**src/rtl/fft_ctrl_if.sv**
```systemverilog
// Bundles the FFT controller handshake, memory-address and datapath-control signals.
// Optional abort input is present only when FFT_CTRL_ABORT_EN is defined.
interface fft_ctrl_if #(
    parameter int unsigned N_LOG2 = 5
);
    logic              start;
    logic              busy;
    logic              done;
    logic [N_LOG2-1:0] addr0_rd;
    logic [N_LOG2-1:0] addr1_rd;
    logic [N_LOG2-1:0] addr0_wr;
    logic [N_LOG2-1:0] addr1_wr;
    logic              we_AMEM;
    logic              we_BMEM;
    logic [N_LOG2-2:0] addr_CROM;
    logic              sel_mux;
    logic              en_REG;
    logic              res_in_BMEM;
`ifdef FFT_CTRL_ABORT_EN
    logic              abort;
`endif

    modport master (
        input  start,
        output busy, done, addr0_rd, addr1_rd, addr0_wr, addr1_wr,
        output we_AMEM, we_BMEM, addr_CROM, sel_mux, en_REG, res_in_BMEM
`ifdef FFT_CTRL_ABORT_EN
        , input abort
`endif
    );

    modport slave (
        output start,
        input  busy, done, addr0_rd, addr1_rd, addr0_wr, addr1_wr,
        input  we_AMEM, we_BMEM, addr_CROM, sel_mux, en_REG, res_in_BMEM
`ifdef FFT_CTRL_ABORT_EN
        , output abort
`endif
    );
endinterface

```
**src/rtl/fft_ctrl.sv**
```systemverilog
// Radix-2 in-place FFT address/control sequencer, ping-ponging between AMEM and BMEM.
// Define FFT_CTRL_ABORT_EN to add the abort input to the bus.
module fft_ctrl #(
    parameter int unsigned N_LOG2 = 5
) (
    input logic       clk,
    input logic       rstn,
    fft_ctrl_if.master bus
);
    localparam int unsigned BW = N_LOG2 - 1;
    localparam int unsigned SW = $clog2(N_LOG2);

    typedef enum logic [1:0] {StIdle, StRun, StFlush, StDone} state_e;

    state_e          state_q, state_d;
    logic [BW-1:0]   b_q, b_d;
    logic [SW-1:0]   s_q, s_d;
    logic            f_q, f_d;
    logic            busy_q, busy_d;
    logic            rd_v;
    logic            kill;
    logic            abort;

    // Two-stage butterfly pipeline: stage 1 = operand load, stage 2 = result write.
    logic            v1_q, p1_q, v2_q, p2_q;
    logic [N_LOG2-1:0] a0_1_q, a1_1_q, a0_2_q, a1_2_q;

    logic [N_LOG2-1:0] b_ext, half, low, hi, a0, a1;
    logic [SW-1:0]     crom_sh;
    logic [BW-1:0]     crom;

`ifdef FFT_CTRL_ABORT_EN
    assign abort = bus.abort;
`else
    assign abort = 1'b0;
`endif

    always_comb begin
        state_d = state_q;
        b_d     = b_q;
        s_d     = s_q;
        f_d     = f_q;
        rd_v    = 1'b0;
        unique case (state_q)
            StIdle: begin
                if (bus.start) begin
                    state_d = StRun;
                    b_d     = '0;
                    s_d     = '0;
                end
            end
            StRun: begin
                rd_v = 1'b1;
                if (b_q == '1) begin
                    b_d     = '0;
                    f_d     = 1'b0;
                    state_d = StFlush;
                end else begin
                    b_d = b_q + 1'b1;
                end
            end
            StFlush: begin
                f_d = 1'b1;
                if (f_q) begin
                    f_d = 1'b0;
                    if (s_q == SW'(N_LOG2 - 1)) begin
                        s_d     = '0;
                        state_d = StDone;
                    end else begin
                        s_d     = s_q + 1'b1;
                        state_d = StRun;
                    end
                end
            end
            StDone: state_d = StIdle;
        endcase

        kill = abort && (state_q == StRun || state_q == StFlush);
        if (kill) begin
            state_d = StIdle;
            b_d     = '0;
            s_d     = '0;
            f_d     = 1'b0;
        end

        // Busy drops on the edge that enters DONE and rises one edge after start.
        busy_d = (state_q == StRun || state_q == StFlush) &&
                 (state_d == StRun || state_d == StFlush);
    end

    always_comb begin
        b_ext   = {1'b0, b_q};
        half    = N_LOG2'(1) << s_q;
        low     = b_ext & (half - N_LOG2'(1));
        hi      = ((b_ext >> s_q) << s_q) << 1;
        a0      = hi | low;
        a1      = a0 + half;
        crom_sh = SW'(N_LOG2 - 1) - s_q;
        crom    = low[BW-1:0] << crom_sh;
    end

    always_ff @(posedge clk) begin
        if (!rstn) begin
            state_q <= StIdle;
            b_q     <= '0;
            s_q     <= '0;
            f_q     <= 1'b0;
            busy_q  <= 1'b0;
            v1_q    <= 1'b0;
            p1_q    <= 1'b0;
            a0_1_q  <= '0;
            a1_1_q  <= '0;
            v2_q    <= 1'b0;
            p2_q    <= 1'b0;
            a0_2_q  <= '0;
            a1_2_q  <= '0;
        end else begin
            state_q <= state_d;
            b_q     <= b_d;
            s_q     <= s_d;
            f_q     <= f_d;
            busy_q  <= busy_d;
            v1_q    <= rd_v && !kill;
            p1_q    <= rd_v && !kill && s_q[0];
            a0_1_q  <= (rd_v && !kill) ? a0 : '0;
            a1_1_q  <= (rd_v && !kill) ? a1 : '0;
            v2_q    <= v1_q && !kill;
            p2_q    <= p1_q && !kill;
            a0_2_q  <= kill ? '0 : a0_1_q;
            a1_2_q  <= kill ? '0 : a1_1_q;
        end
    end

    assign bus.busy        = busy_q;
    assign bus.done        = (state_q == StDone);
    assign bus.addr0_rd    = (state_q == StRun) ? a0 : '0;
    assign bus.addr1_rd    = (state_q == StRun) ? a1 : '0;
    assign bus.addr_CROM   = (state_q == StRun) ? crom : '0;
    assign bus.en_REG      = ~v1_q;
    assign bus.sel_mux     = p1_q;
    assign bus.addr0_wr    = a0_2_q;
    assign bus.addr1_wr    = a1_2_q;
    // Even stages write BMEM, odd stages write AMEM.
    assign bus.we_AMEM     = v2_q & p2_q;
    assign bus.we_BMEM     = v2_q & ~p2_q;
    assign bus.res_in_BMEM = 1'(N_LOG2 % 2);
endmodule

```
**src/flat_wrapper.sv**
```systemverilog
// flat-port wrapper written by rule: the top's interface ports become plain ports
module fft_ctrl_flat 
#(
    parameter int unsigned N_LOG2 = 5
)
  (clk, rstn, bus_start, bus_busy, bus_done, bus_addr0_rd, bus_addr1_rd, bus_addr0_wr, bus_addr1_wr, bus_we_AMEM, bus_we_BMEM, bus_addr_CROM, bus_sel_mux, bus_en_REG, bus_res_in_BMEM);
  fft_ctrl_if #(.N_LOG2(N_LOG2)) bus_i ();
  input logic clk;
  input logic rstn;
  input wire logic [$bits(bus_i.start)-1:0] bus_start;
  output wire logic [$bits(bus_i.busy)-1:0] bus_busy;
  output wire logic [$bits(bus_i.done)-1:0] bus_done;
  output wire logic [$bits(bus_i.addr0_rd)-1:0] bus_addr0_rd;
  output wire logic [$bits(bus_i.addr1_rd)-1:0] bus_addr1_rd;
  output wire logic [$bits(bus_i.addr0_wr)-1:0] bus_addr0_wr;
  output wire logic [$bits(bus_i.addr1_wr)-1:0] bus_addr1_wr;
  output wire logic [$bits(bus_i.we_AMEM)-1:0] bus_we_AMEM;
  output wire logic [$bits(bus_i.we_BMEM)-1:0] bus_we_BMEM;
  output wire logic [$bits(bus_i.addr_CROM)-1:0] bus_addr_CROM;
  output wire logic [$bits(bus_i.sel_mux)-1:0] bus_sel_mux;
  output wire logic [$bits(bus_i.en_REG)-1:0] bus_en_REG;
  output wire logic [$bits(bus_i.res_in_BMEM)-1:0] bus_res_in_BMEM;
  assign bus_i.start = bus_start;
  assign bus_busy = bus_i.busy;
  assign bus_done = bus_i.done;
  assign bus_addr0_rd = bus_i.addr0_rd;
  assign bus_addr1_rd = bus_i.addr1_rd;
  assign bus_addr0_wr = bus_i.addr0_wr;
  assign bus_addr1_wr = bus_i.addr1_wr;
  assign bus_we_AMEM = bus_i.we_AMEM;
  assign bus_we_BMEM = bus_i.we_BMEM;
  assign bus_addr_CROM = bus_i.addr_CROM;
  assign bus_sel_mux = bus_i.sel_mux;
  assign bus_en_REG = bus_i.en_REG;
  assign bus_res_in_BMEM = bus_i.res_in_BMEM;
  fft_ctrl #(.N_LOG2(N_LOG2)) u_core (.clk(clk), .rstn(rstn), .bus(bus_i));
endmodule
```
**config.mk**
```make
export PLATFORM = sky130hd
export DESIGN_NAME = fft_ctrl_flat
export DESIGN_NICKNAME = d
export VERILOG_FILES = /design/src/rtl/fft_ctrl_if.sv /design/src/rtl/fft_ctrl.sv /design/src/flat_wrapper.sv
export SDC_FILE = /design/constraint.sdc
export NUM_CORES = 1
export LEC_CHECK = 0
export CORE_MARGIN = 2
export CORE_UTILIZATION = 40
export CTS_BUF_LIST = sky130_fd_sc_hd__clkbuf_16
export CTS_CLUSTER_SIZE = 12
export DETAILED_ROUTE_END_ITERATION = 10
export MAX_ROUTING_LAYER = met4
export PLACE_DENSITY = 0.62
export SYNTH_ARGS = -nofsm -noshare
export SYNTH_HDL_FRONTEND = slang
export SYNTH_SLANG_ARGS = --single-unit
```
**constraint.sdc**
```tcl
create_clock -name clk -period 4.4 [get_ports clk]
set_input_delay 0.44 -clock clk [delete_from_list [all_inputs] [get_ports clk]]
set_output_delay 0.44 -clock clk [all_outputs]
set_load 0.03 [all_outputs]
```
==> summary.txt <==
Run status
  – Status: finished clean

Pwr
  – Power Dens Cells: around 340 mW/mm^2
  – Clock power frac: 0.507
  – NetSw: 178.7 uW
  – Int Pwr: between 600 and 700 uW
  – Peak VDD IR: 0.1868 mV
  – LEAKAGE: 0.9948 nW
  – Combinational share of power: 0.082
  – Net Sw Frac: 0.2260
  – Sequential Power Share: 0.411

Clock network
  – Clk sink count: 35
  – TritonCTS clock tree: yes
  – Clk Latency, worst-skew pair: around 280 ps
  – CTS buffer count: 5
  – H-Tree Depth: 2
  – Clock-pin slew on the worst setup and hold paths: 60 ps
  – Clk root buf: clkbuf_16
  – CTS Hold Bufs: 0
  – CTS resizes: 0
  – Clk buf depth: 2
  – Post-CTS Repair Setup Buffers: 0

Final layout
  – Syn-to-layout area delta: 28.64%
  – Area occupied by multi-input gates: 987.2 um^2
  – Nets: 253
  – Reg area: between 700 and 800 um^2
  – Post-layout util: 0.5341
  – N_diodes: 0
  – Layout cells sized above 1: 0.05128
  – Filler cells: 417

Timing
  – Final Cycle Share: 0.9287
  – Fmax: 244.7 MHz
  – Fin worst setup slack: roughly 310 ps
  – Worst slew margin: 0.5701
  – Tightest Pin Transition: 644.8 ps
  – Min Tclk post-route: between 4000 and 5000 ps
  – # setup viols final: 0
  – Slew Viols, Final: 0
  – Endpoints failing hold: 0
  – Setup TNS: 0 ps
  – Max Clock Skew: between 3 and 4 ps
  – RSZ-0062 raised after global routing: no

Critical path
  – Crit Path Class: reg2out
  – Crit-path cells: inv_1 > ha_1 > ha_1 > inv_1 > ha_1 > o2bb2ai_1 > a32oi_1 > inv_1 > ha_1 > a21oi_1 > xnor2_1 > and2_1 > clkdlybuf4s50_1
  – Critical path startpoint category: flop
  – WP data arrival: ~3700 ps
  – Crit path top cell by count: ha_1
  – Slowest-stage cell, CP: clkdlybuf4s50_1
  – CP endpoint kind: output pin
  – CP Max Fanout: 10
  – Critical Path RT: around 4000 ps
  – Max stage delay on crit path: 660 ps

Global routing
  – Largest net degree at the start of global routing: 21
  – Grt total ovfl: 0
  – Vias in the first global route: approximately 1300
  – Global Route Usage Sum: 0.1597
  – Antenna violations before repair: 0
  – First-pass GRT wire length: 6.189 mm

Yosys
  – Area contributors post-synth: dfxtp_1 (39%), ha_1 (11%), and2_1 (5.6%), nor2_1 (5.2%), inv_1 (3.3%)
  – Asr flop ratio synth: 0
  – Post-synthesis cell count: between 200 and 250
  – Synth cell types: 45
  – Synth top area share: 0.3902
  – Post-Syn Area: 0.001795 mm^2
  – Main synth FF type: dfxtp_1
  – Warnings from Yosys: 0
  – Syn_nets: between 200 and 250
  – Sequential area share after synthesis: 0.3902
  – Synth area leader: dfxtp_1
  – #FFs+latches synth: 35
  – Number of flops mapped to enable cells by yosys: 0
  – Avg Synthesized Cell Area: 8.888 um^2

Route
  – Vias: about 1500
  – Wire length per cell: approximately 13 um
  – Initial detailed-routing violation count: slightly below 60
  – Drc violations: 0
  – Drt first pass iters: 4
  – Final WL: approximately 3.7 mm
  – Antenna Nets Post-Route: 0
  – Vias/cell: about 5.1

Floorplanning
  – Chip height: a little over 70 um
  – Chip width: between 70 and 80 um
  – I/O Pins: 34
  – Die area: between 0.005 and 0.006 mm^2
  – Core footprint: ~0.0043 mm^2
  – Initial Utilization: 0.4152
  – Row Count: 24

Placed design
  – Post-DP HPWL: ~2.8 mm
  – Port bufs: 32
  – Setup WS pre-CTS: ~410 ps
  – Placer Congestion: ~0.94

Hold path
  – HP Class: reg2reg

Flow run
  – Number of max-cap violations: 0
## per-stage QoR
| step | instances | hold slack, ps | instance area, um^2 | total power, mW |
|---|---|---|---|---|
| after CTS | 286 | 430.2 | 2306 | 0.7998 |
| after detailed placement | 278 | 416.9 | 2137 | 0.3974 |
| after global placement | 278 | 413.7 | 2137 | 0.3978 |
| after floorplan | 202 | 411.9 | 1795 | 0.3791 |
| final | 286 | 429.2 | 2310 | 0.7909 |
| after global routing | 286 | 445.4 | 2310 | 0.8187 |
## cell usage after synthesis (2+ instances only)
cell / number
dfxtp_1: 35
mux2i_1: 5
o21ai_1: 3
inv_1: 16
o211ai_1: 3
nand2b_1: 8
a31oi_1: 3
nand2_1: 8
buf_2: 2
nor3_1: 3
clkbuf_1: 4
a21oi_1: 6
nand3_1: 4
a22oi_1: 2
a32oi_1: 2
conb_1: 2
and2_1: 16
xor2_1: 2
ha_1: 16
xnor2_1: 3
nor2_1: 25
and3_1: 7
o21ai_0: 3
o21a_1: 2
nor2b_1: 2
## power groups by stage
stage / Sequential (mW) / Combinational [mW] / Clock [mW]
after CTS: 0.325 / 0.0656 / 0.409
after global placement: 0.332 / 0.0658 / 0
final: 0.325 / 0.0651 / 0.401
after detailed placement: 0.332 / 0.0652 / 0
after floorplan: 0.334 / 0.0455 / 0
after global routing: 0.326 / 0.0713 / 0.422
## layer usage
layer,wire (um),vias up,part of all wire,GRT usage
met4,22,0,0.0059,0.05660
li1,-,739,-,-
met3,193,2,0.052,0.02991
met1,1758,679,0.47,0.1995
met5,0,-,0,-
met2,1754,38,0.47,0.2586
## sequential cells by signal, indices dropped and copies added, names as in the netlist
register / count
u_core.b_q: 4
u_core.state_q: 2
u_core.s_q: 3
u_core.bus.busy: 1
u_core.f_q: 1
u_core.p2_q: 1
u_core.a0_1_q: 5
u_core.a1_1_q: 5
u_core.bus.addr0_wr: 5
u_core.bus.addr1_wr: 5
u_core.bus.sel_mux: 1
u_core.v2_q: 1
u_core.v1_q: 1
## cells by family after synthesis
group	synth area share
buffers and inverters	0.05993
muxes	0.02788
xor gates and xnor gates	0.02439
adders and majority gates	0.1226
DFF	0.3902
AOI/OAI and AO/OA	0.1331
and+or+nand+nor	0.2376
other	0.004183
## critical path, delay by kind of cell (launching register included)
family                   cells  cell delay, ps
flip-flops                   1             430
buffers and inverters        4            1010
adder cells (fa/ha/maj)      4            1060
AO/OA/AOI/OAI                3             560
AND/OR/NAND/NOR              1             150
XOR/XNOR                     1             150
## cells in the final DEF (no fill, tap or decap), drive strengths merged, types with 2 or more instances in the layout
cell type	count
ha	16
nand2b	8
nor3	4
mux2i	5
clkinv	3
a31oi	3
dfxtp	35
inv	16
nand3	4
a32oi	2
o21ai	6
and3	7
a22oi	2
o211ai	3
xor2	2
nor2b	3
o21a	2
clkbuf	5
clkdlybuf4s50	31
nand2	8
a21oi	6
xnor2	3
and2	16
nor2	25
conb	2
## cell type report
cell class | instances | share of cell area
sequential | 35 | 0.3039
timing repair buffer | 32 | 0.1398
inverter | 17 | 0.02763
clock inverter | 3 | 0.01896
multi-input combinational | 142 | 0.4274
clock buffer | 5 | 0.05417
tap | 52 | 0.02817
## final timing paths
check,slack [ps],from,cells past startpoint,end
setup / recovery,310,u_core.s_q[0],13,bus_addr1_rd[3]
hold / removal,430,u_core.a1_1_q[3],1,u_core.bus.addr1_wr[3]
setup reg to reg,1410,u_core.s_q[0],13,u_core.a1_1_q[4]
hold reg to reg,430,u_core.a1_1_q[3],1,u_core.bus.addr1_wr[3]
(Power assumes the default switching activity.)
